<file path="config.mk">
export PLATFORM = sky130hd
export DESIGN_NAME = branch_resolve_unit_flat
export DESIGN_NICKNAME = d
export VERILOG_FILES = /design/src/rtl/branch_resolve_unit_pkg.sv /design/src/rtl/branch_resolve_unit_if.sv /design/src/rtl/branch_resolve_unit_chunk_cmp.sv /design/src/rtl/branch_resolve_unit.sv /design/src/flat_wrapper.sv
export SDC_FILE = /design/constraint.sdc
export NUM_CORES = 1
export LEC_CHECK = 0
export ABC_AREA = 1
export CORE_AREA = 2 2 102 143
export CTS_CLUSTER_DIAMETER = 40
export DETAILED_ROUTE_END_ITERATION = 6
export DIE_AREA = 0 0 104 145
export PLACE_DENSITY = 0.95
export SLEW_MARGIN = 20
export SYNTH_ARGS = -nofsm -noshare
export SYNTH_HDL_FRONTEND = slang
export SYNTH_SLANG_ARGS = --single-unit
</file>
<file path="constraint.sdc">
create_clock -name clk -period 3.77 [get_ports clk]
set_clock_uncertainty 0.15 [all_clocks]
set_input_delay 0.754 -clock clk [delete_from_list [all_inputs] [get_ports clk]]
set_output_delay 0.754 -clock clk [all_outputs]
set_load 0.02 [all_outputs]
</file>
<file path="src/rtl/branch_resolve_unit_pkg.sv">
// ----------------------------------------------------------------------------
// gpu_branch_pkg
//   Shared types and helpers for the branch resolve unit.
//   - RISC-V branch funct3 encodings
//   - FSM state and chunk-compare result enums
//   - small decode helpers used by the top-level FSM
// ----------------------------------------------------------------------------
package gpu_branch_pkg;

  localparam logic [2:0] F3_BEQ  = 3'b000;
  localparam logic [2:0] F3_BNE  = 3'b001;
  localparam logic [2:0] F3_BLT  = 3'b100;
  localparam logic [2:0] F3_BGE  = 3'b101;
  localparam logic [2:0] F3_BLTU = 3'b110;
  localparam logic [2:0] F3_BGEU = 3'b111;

  typedef enum logic [1:0] {IDLE, SCAN, DONE} br_state_t;

  typedef enum logic [1:0] {CMP_EQ, CMP_LT, CMP_GT} cmp_res_t;

  // 010 and 011 are the only unassigned branch encodings.
  function automatic logic is_illegal_f3(input logic [2:0] f3);
    return (f3 == 3'b010) || (f3 == 3'b011);
  endfunction

  // Signed compares are done by flipping both sign bits and comparing unsigned.
  function automatic logic is_signed_cmp(input logic [2:0] f3);
    return (f3 == F3_BLT) || (f3 == F3_BGE);
  endfunction

  function automatic logic branch_taken(input logic [2:0] f3, input cmp_res_t r);
    logic tk;
    tk = 1'b0;
    case (f3)
      F3_BEQ:           tk = (r == CMP_EQ);
      F3_BNE:           tk = (r != CMP_EQ);
      F3_BLT, F3_BLTU:  tk = (r == CMP_LT);
      F3_BGE, F3_BGEU:  tk = (r != CMP_LT);
      default:          tk = 1'b0;
    endcase
    return tk;
  endfunction

endpackage

</file>
<file path="src/rtl/branch_resolve_unit_if.sv">
// ----------------------------------------------------------------------------
// branch_resolve_unit_if
//   Request/response bundle of the branch resolve unit.
//   Request side : in_valid, in_ready, rs1, rs2, funct3, pc, imm
//   Response side: out_valid, out_ready, taken, target, illegal
//   master = producer of requests / consumer of results (core side)
//   slave  = the branch resolve unit
// ----------------------------------------------------------------------------
interface branch_resolve_unit_if #(
  parameter int WIDTH    = 32,
  parameter int PC_WIDTH = 32
);
  logic                in_valid;
  logic                in_ready;
  logic [WIDTH-1:0]    rs1;
  logic [WIDTH-1:0]    rs2;
  logic [2:0]          funct3;
  logic [PC_WIDTH-1:0] pc;
  logic [PC_WIDTH-1:0] imm;
  logic                out_valid;
  logic                out_ready;
  logic                taken;
  logic [PC_WIDTH-1:0] target;
  logic                illegal;

  modport master (
    output in_valid, rs1, rs2, funct3, pc, imm, out_ready,
    input  in_ready, out_valid, taken, target, illegal
  );

  modport slave (
    input  in_valid, rs1, rs2, funct3, pc, imm, out_ready,
    output in_ready, out_valid, taken, target, illegal
  );
endinterface

</file>
<file path="src/rtl/branch_resolve_unit_chunk_cmp.sv">
// ----------------------------------------------------------------------------
// chunk_cmp
//   Combinational unsigned magnitude compare of one CHUNK-bit slice.
//   a_i, b_i : operand chunks
//   res_o    : CMP_EQ / CMP_LT / CMP_GT of a_i relative to b_i
// ----------------------------------------------------------------------------
module chunk_cmp
  import gpu_branch_pkg::*;
#(
  parameter int CHUNK = 8
) (
  input  logic [CHUNK-1:0] a_i,
  input  logic [CHUNK-1:0] b_i,
  output cmp_res_t         res_o
);

  always_comb begin
    res_o = CMP_EQ;
    if (a_i > b_i)      res_o = CMP_GT;
    else if (a_i < b_i) res_o = CMP_LT;
  end

endmodule

</file>
<file path="src/rtl/branch_resolve_unit.sv">
// ----------------------------------------------------------------------------
// branch_resolve_unit
//   Resolves a RISC-V conditional branch: taken/not-taken plus target = pc+imm.
//   Operands are compared CHUNK bits per cycle, MSB chunk first, stopping at
//   the first chunk that differs. One operation in flight at a time.
//   clk   : rising-edge clock
//   rst_n : asynchronous active-low reset
//   flush : synchronous abort, returns to IDLE and clears the result
//   bus   : slave side of branch_resolve_unit_if (request + result handshakes)
// ----------------------------------------------------------------------------
module branch_resolve_unit
  import gpu_branch_pkg::*;
#(
  parameter int WIDTH    = 32,
  parameter int CHUNK    = 8,
  parameter int PC_WIDTH = 32
) (
  input  logic                 clk,
  input  logic                 rst_n,
  input  logic                 flush,
  branch_resolve_unit_if.slave bus
);

  localparam int NCHUNK = WIDTH / CHUNK;
  localparam int IDX_W  = (NCHUNK > 1) ? $clog2(NCHUNK) : 1;
  localparam logic [IDX_W-1:0] IDX_TOP = IDX_W'(NCHUNK - 1);

  br_state_t           state_q;
  logic [WIDTH-1:0]    a_q, b_q;
  logic [WIDTH-1:0]    a_d, b_d;
  logic [2:0]          f3_q;
  logic [IDX_W-1:0]    idx_q;
  logic                in_ready_q;
  logic                out_valid_q;
  logic                taken_q;
  logic                illegal_q;
  logic [PC_WIDTH-1:0] target_q;
  logic [PC_WIDTH-1:0] target_d;
  logic [CHUNK-1:0]    a_chunk, b_chunk;
  cmp_res_t            cmp_res;
  logic                scan_last;

  // Flipping both sign bits maps two's-complement order onto unsigned order,
  // so a single unsigned chunk comparator serves every branch type.
  always_comb begin
    a_d = bus.rs1;
    b_d = bus.rs2;
    a_d[WIDTH-1] = bus.rs1[WIDTH-1] ^ is_signed_cmp(bus.funct3);
    b_d[WIDTH-1] = bus.rs2[WIDTH-1] ^ is_signed_cmp(bus.funct3);
  end

  assign target_d = bus.pc + bus.imm;

  assign a_chunk = a_q[idx_q*CHUNK +: CHUNK];
  assign b_chunk = b_q[idx_q*CHUNK +: CHUNK];

  chunk_cmp #(.CHUNK(CHUNK)) u_chunk_cmp (
    .a_i   (a_chunk),
    .b_i   (b_chunk),
    .res_o (cmp_res)
  );

  // A differing chunk decides the order; equal chunks decide only at index 0.
  assign scan_last = (cmp_res != CMP_EQ) || (idx_q == '0);

  always_ff @(posedge clk or negedge rst_n) begin
    if (!rst_n) begin
      state_q     <= IDLE;
      a_q         <= '0;
      b_q         <= '0;
      f3_q        <= '0;
      idx_q       <= '0;
      in_ready_q  <= 1'b0;
      out_valid_q <= 1'b0;
      taken_q     <= 1'b0;
      illegal_q   <= 1'b0;
      target_q    <= '0;
    end else if (flush) begin
      state_q     <= IDLE;
      in_ready_q  <= 1'b1;
      out_valid_q <= 1'b0;
      taken_q     <= 1'b0;
      illegal_q   <= 1'b0;
      target_q    <= '0;
    end else begin
      case (state_q)
        IDLE: begin
          in_ready_q <= 1'b1;
          if (bus.in_valid && in_ready_q) begin
            a_q        <= a_d;
            b_q        <= b_d;
            f3_q       <= bus.funct3;
            idx_q      <= IDX_TOP;
            target_q   <= target_d;
            in_ready_q <= 1'b0;
            if (is_illegal_f3(bus.funct3)) begin
              state_q     <= DONE;
              out_valid_q <= 1'b1;
              taken_q     <= 1'b0;
              illegal_q   <= 1'b1;
            end else begin
              state_q <= SCAN;
            end
          end
        end
        SCAN: begin
          if (scan_last) begin
            state_q     <= DONE;
            out_valid_q <= 1'b1;
            taken_q     <= branch_taken(f3_q, cmp_res);
          end else begin
            idx_q <= idx_q - 1'b1;
          end
        end
        DONE: begin
          if (bus.out_ready) begin
            state_q     <= IDLE;
            in_ready_q  <= 1'b1;
            out_valid_q <= 1'b0;
            taken_q     <= 1'b0;
            illegal_q   <= 1'b0;
          end
        end
        default: begin
          state_q    <= IDLE;
          in_ready_q <= 1'b1;
        end
      endcase
    end
  end

  // The target register is loaded on accept; gating it keeps the result bus
  // at zero whenever no result is being offered.
  assign bus.in_ready  = in_ready_q;
  assign bus.out_valid = out_valid_q;
  assign bus.taken     = taken_q;
  assign bus.illegal   = illegal_q;
  assign bus.target    = out_valid_q ? target_q : '0;

endmodule

</file>
<file path="src/flat_wrapper.sv">
// flat-port wrapper written by rule: the top's interface ports become plain ports
module branch_resolve_unit_flat import gpu_branch_pkg::*;
#(
  parameter int WIDTH    = 32,
  parameter int CHUNK    = 8,
  parameter int PC_WIDTH = 32
)
  (clk, rst_n, flush, bus_in_valid, bus_rs1, bus_rs2, bus_funct3, bus_pc, bus_imm, bus_out_ready, bus_in_ready, bus_out_valid, bus_taken, bus_target, bus_illegal);
  branch_resolve_unit_if #(.WIDTH(WIDTH), .PC_WIDTH(PC_WIDTH)) bus_i ();
  input  logic clk;
  input  logic rst_n;
  input  logic flush;
  input wire logic [$bits(bus_i.in_valid)-1:0] bus_in_valid;
  input wire logic [$bits(bus_i.rs1)-1:0] bus_rs1;
  input wire logic [$bits(bus_i.rs2)-1:0] bus_rs2;
  input wire logic [$bits(bus_i.funct3)-1:0] bus_funct3;
  input wire logic [$bits(bus_i.pc)-1:0] bus_pc;
  input wire logic [$bits(bus_i.imm)-1:0] bus_imm;
  input wire logic [$bits(bus_i.out_ready)-1:0] bus_out_ready;
  output wire logic [$bits(bus_i.in_ready)-1:0] bus_in_ready;
  output wire logic [$bits(bus_i.out_valid)-1:0] bus_out_valid;
  output wire logic [$bits(bus_i.taken)-1:0] bus_taken;
  output wire logic [$bits(bus_i.target)-1:0] bus_target;
  output wire logic [$bits(bus_i.illegal)-1:0] bus_illegal;
  assign bus_i.in_valid = bus_in_valid;
  assign bus_i.rs1 = bus_rs1;
  assign bus_i.rs2 = bus_rs2;
  assign bus_i.funct3 = bus_funct3;
  assign bus_i.pc = bus_pc;
  assign bus_i.imm = bus_imm;
  assign bus_i.out_ready = bus_out_ready;
  assign bus_in_ready = bus_i.in_ready;
  assign bus_out_valid = bus_i.out_valid;
  assign bus_taken = bus_i.taken;
  assign bus_target = bus_i.target;
  assign bus_illegal = bus_i.illegal;
  branch_resolve_unit #(.WIDTH(WIDTH), .CHUNK(CHUNK), .PC_WIDTH(PC_WIDTH)) u_core (.clk(clk), .rst_n(rst_n), .flush(flush), .bus(bus_i));
endmodule
</file>
==> flow_summary.toml <==
[grt]
grt_max_degree = 57
grt_overflow = 0
grt_pass1_vias = 7754
antenna_found_initial = 0
grt_usage_pct = 30.2
grt_pass1_wl_um = 36700

[worst_setup_path]
worstSetupEndpointType = "flop"
crit_path_cell_trace = "inv_2, o21ai_0, o22ai_1, ha_1, nand2_1, a21oi_1, nor2_1, nand2_1, nand2_1, o21ai_2, nand2_1, nand2_1, nand2_1"
arrival_ps = 3090
critPathKind = "reg -> reg"
cpMostUsedCell = "nand2_1"
startpoint_type = "flop"
cp_data_required_time_ps = 3870
cp_max_fo = 25
cpMaxStageDelayCell = "dfrtp_1"
slowest_delay_ps = 520

[route]
wl_um = 22400
vias = 7914
ant_nets = 0
drc = 0
first_pass_iters = 6
drt_iter0_markers = 495
vias_per_cell = 5.23
wl_per_cell_um = 14.8

[layout]
antenna_cells = 0
area_growth_syn_to_layout_pct = 28.4
nets = 1503
fin_cells = 1513
drive_gt1_share_pct = 4.59

[sta]
finalMaxSlewViolations = 0
hold_viol_final = 0
rsz0062_at_grt = "false"
worst_pin_slew_ps = 793
slew_headroom_pct = 47.1
worst_slack_ps = 784
clock.fmax_ghz = 0.335
period_needed_ps = 2990
finalSetupViolations = 0
fin_crit_sh_pct = 79.2
finalSetupTns_ps = 0

[clock_network]
cts.sinks = 107
cts-hold-fix-buffers = 0
max-clock-path-buffers = 2
cts_root_buf = "clkbuf_16"
numCtsBuffers = 9
htreeDepth = 3
cts_tree = "yes"
post_cts_buffers = 0
cts_resized = 0
clk_pin_slew_worst_paths_ps = 80
clk_latency_ps = 350

[floorplan]
start_util_pct = 55.0
dieArea_um2 = 15100
dieWidth_um = 104
fp-row-count = 51
boundaryPins = 172
core_um2 = 13800
die_h_um = 145

[job]
drv_cap = 0

[logic_synthesis]
netlist_area_um2 = 7580
synth_cell_type_count = 37
ys_warn_count = 0
syn_inst = 1167
ys_seq_area_share_pct = 35.3
synth_fp_nets = 1347
syn_avg_cell_area_um2 = 6.49
synth-seq-cells = 107
ys_async_sr_fraction_pct = 100
synth_edf_count = 0
synth_ff_type = "dfrtp_1"

[power]
irDropWorstVdd_v = 0.000300
p_leak_nw = 5.39
p_per_area_nw_per_um2 = 586

[outcome]
outcome = "finished, final reports clean"

[place]
gp_congestion = 0.979
dp.cells = 1497
port_buffers = 171
hpwl_um = 17000
dp_slack_ps = 832

[min_path]
min_path_type = "in -> async"
-- critical path, delay by kind of cell, from the launching register on --
kind                       cells  cell delay (ps)
and+or+nand+nor                7              640
AOI/OAI and AO/OA              4              900
adders and majority gates      1              260
DFF                            1              520
buffers and inverters          1              410
-- cell type report --
cell class / count / area (um^2)
multi-input combinational: 858 / 4080
tap: 185 / 231
inverter: 167 / 627
timing repair buffer: 180 / 1800
fill: 1126 / 4050
clock inverter: 5 / 67.6
clock buffer: 11 / 243
sequential: 107 / 2680
-- sequential cells by signal (all words and copies together) (netlist names), 2 cells and up --
register and flops:
u_core.b_q 32, u_core.a_q 32, u_core.idx_q 2, u_core.target_q 32, u_core.state_q 2, u_core.f3_q 3
-- cells by family after synthesis --
logic type                 synth area share, %
and+or+nand+nor                           37.2
adders and majority gates                 7.36
buffers and inverters                     10.8
AOI/OAI and AO/OA                         8.49
xor gates and xnor gates                 0.809
DFF                                       35.3
-- where the power goes --
| group | switching, mW | internal (mW) |
|---|---|---|
| logic | 1.73 | 1.06 |
| clock network | 0.462 | 0.545 |
| registers | 0.294 | 1.61 |
-- cell usage after synthesis, types with 4 or more instances --
library cell,instances,share of area (%)
nand2_1,549,27
inv_1,161,8.0
dfrtp_1,107,35
nor2_1,61,3.0
ha_1,43,7.1
a21oi_1,40,2.6
nand3_1,39,2.6
o21ai_0,39,2.6
clkbuf_1,19,0.94
nand2_2,16,1.3
a32o_1,8,1.1
buf_2,8,0.53
nor3_1,8,0.53
o22ai_1,8,0.66
o31ai_1,6,0.59
buf_6,5,0.74
inv_2,5,0.25
nor2_4,5,0.74
and2_1,4,0.33
nand3_2,4,0.53
xnor2_1,4,0.46
-- path summary, 6_finish.rpt --
kind / cells past startpoint / slack [ps] / start / to
worst max-delay path: 13 / 780 / u_core.idx_q[1] / u_core.idx_q[0]
worst min-delay path: 1 / 320 / rst_n / u_core.a_q[22]
worst max register to register: 13 / 780 / u_core.idx_q[1] / u_core.idx_q[0]
worst min register to register: 2 / 330 / u_core.b_q[30] / u_core.b_q[30]
max in group asynchronous: 2 / 2390 / rst_n / u_core.b_q[26]
min in group clk: 2 / 330 / u_core.b_q[30] / u_core.b_q[30]
-- cell usage in the layout (no fill, tap or decap), types with 9 or more instances in the layout --
cell,count
nand2_1,549
clkdlybuf4s50_1,170
inv_1,161
dfrtp_1,107
nor2_1,61
ha_1,43
a21oi_1,40
nand3_1,39
o21ai_0,39
nand2_2,16
clkbuf_16,9
-- stage by stage --
step	power (mW)	hold WS [ps]	area, um^2	utilization, %
detailed placement	4.65	310	9420	68.3
global placement	4.52	308	9420	68.3
global route	6.14	343	9730	70.6
CTS	5.69	331	9730	70.6
floorplan	3.73	294	7580	-
finish	5.70	321	9730	70.6
-- routing by layer --
layer  part of all wire (%)  wire length (um)  GRT usage (%)
met5                      0                 0              0
met2                     52             11600           55.0
met1                     38              8420           33.8
met3                    6.1              1370           5.44
met4                    4.3               956           14.5
(Power assumes the default switching activity.)
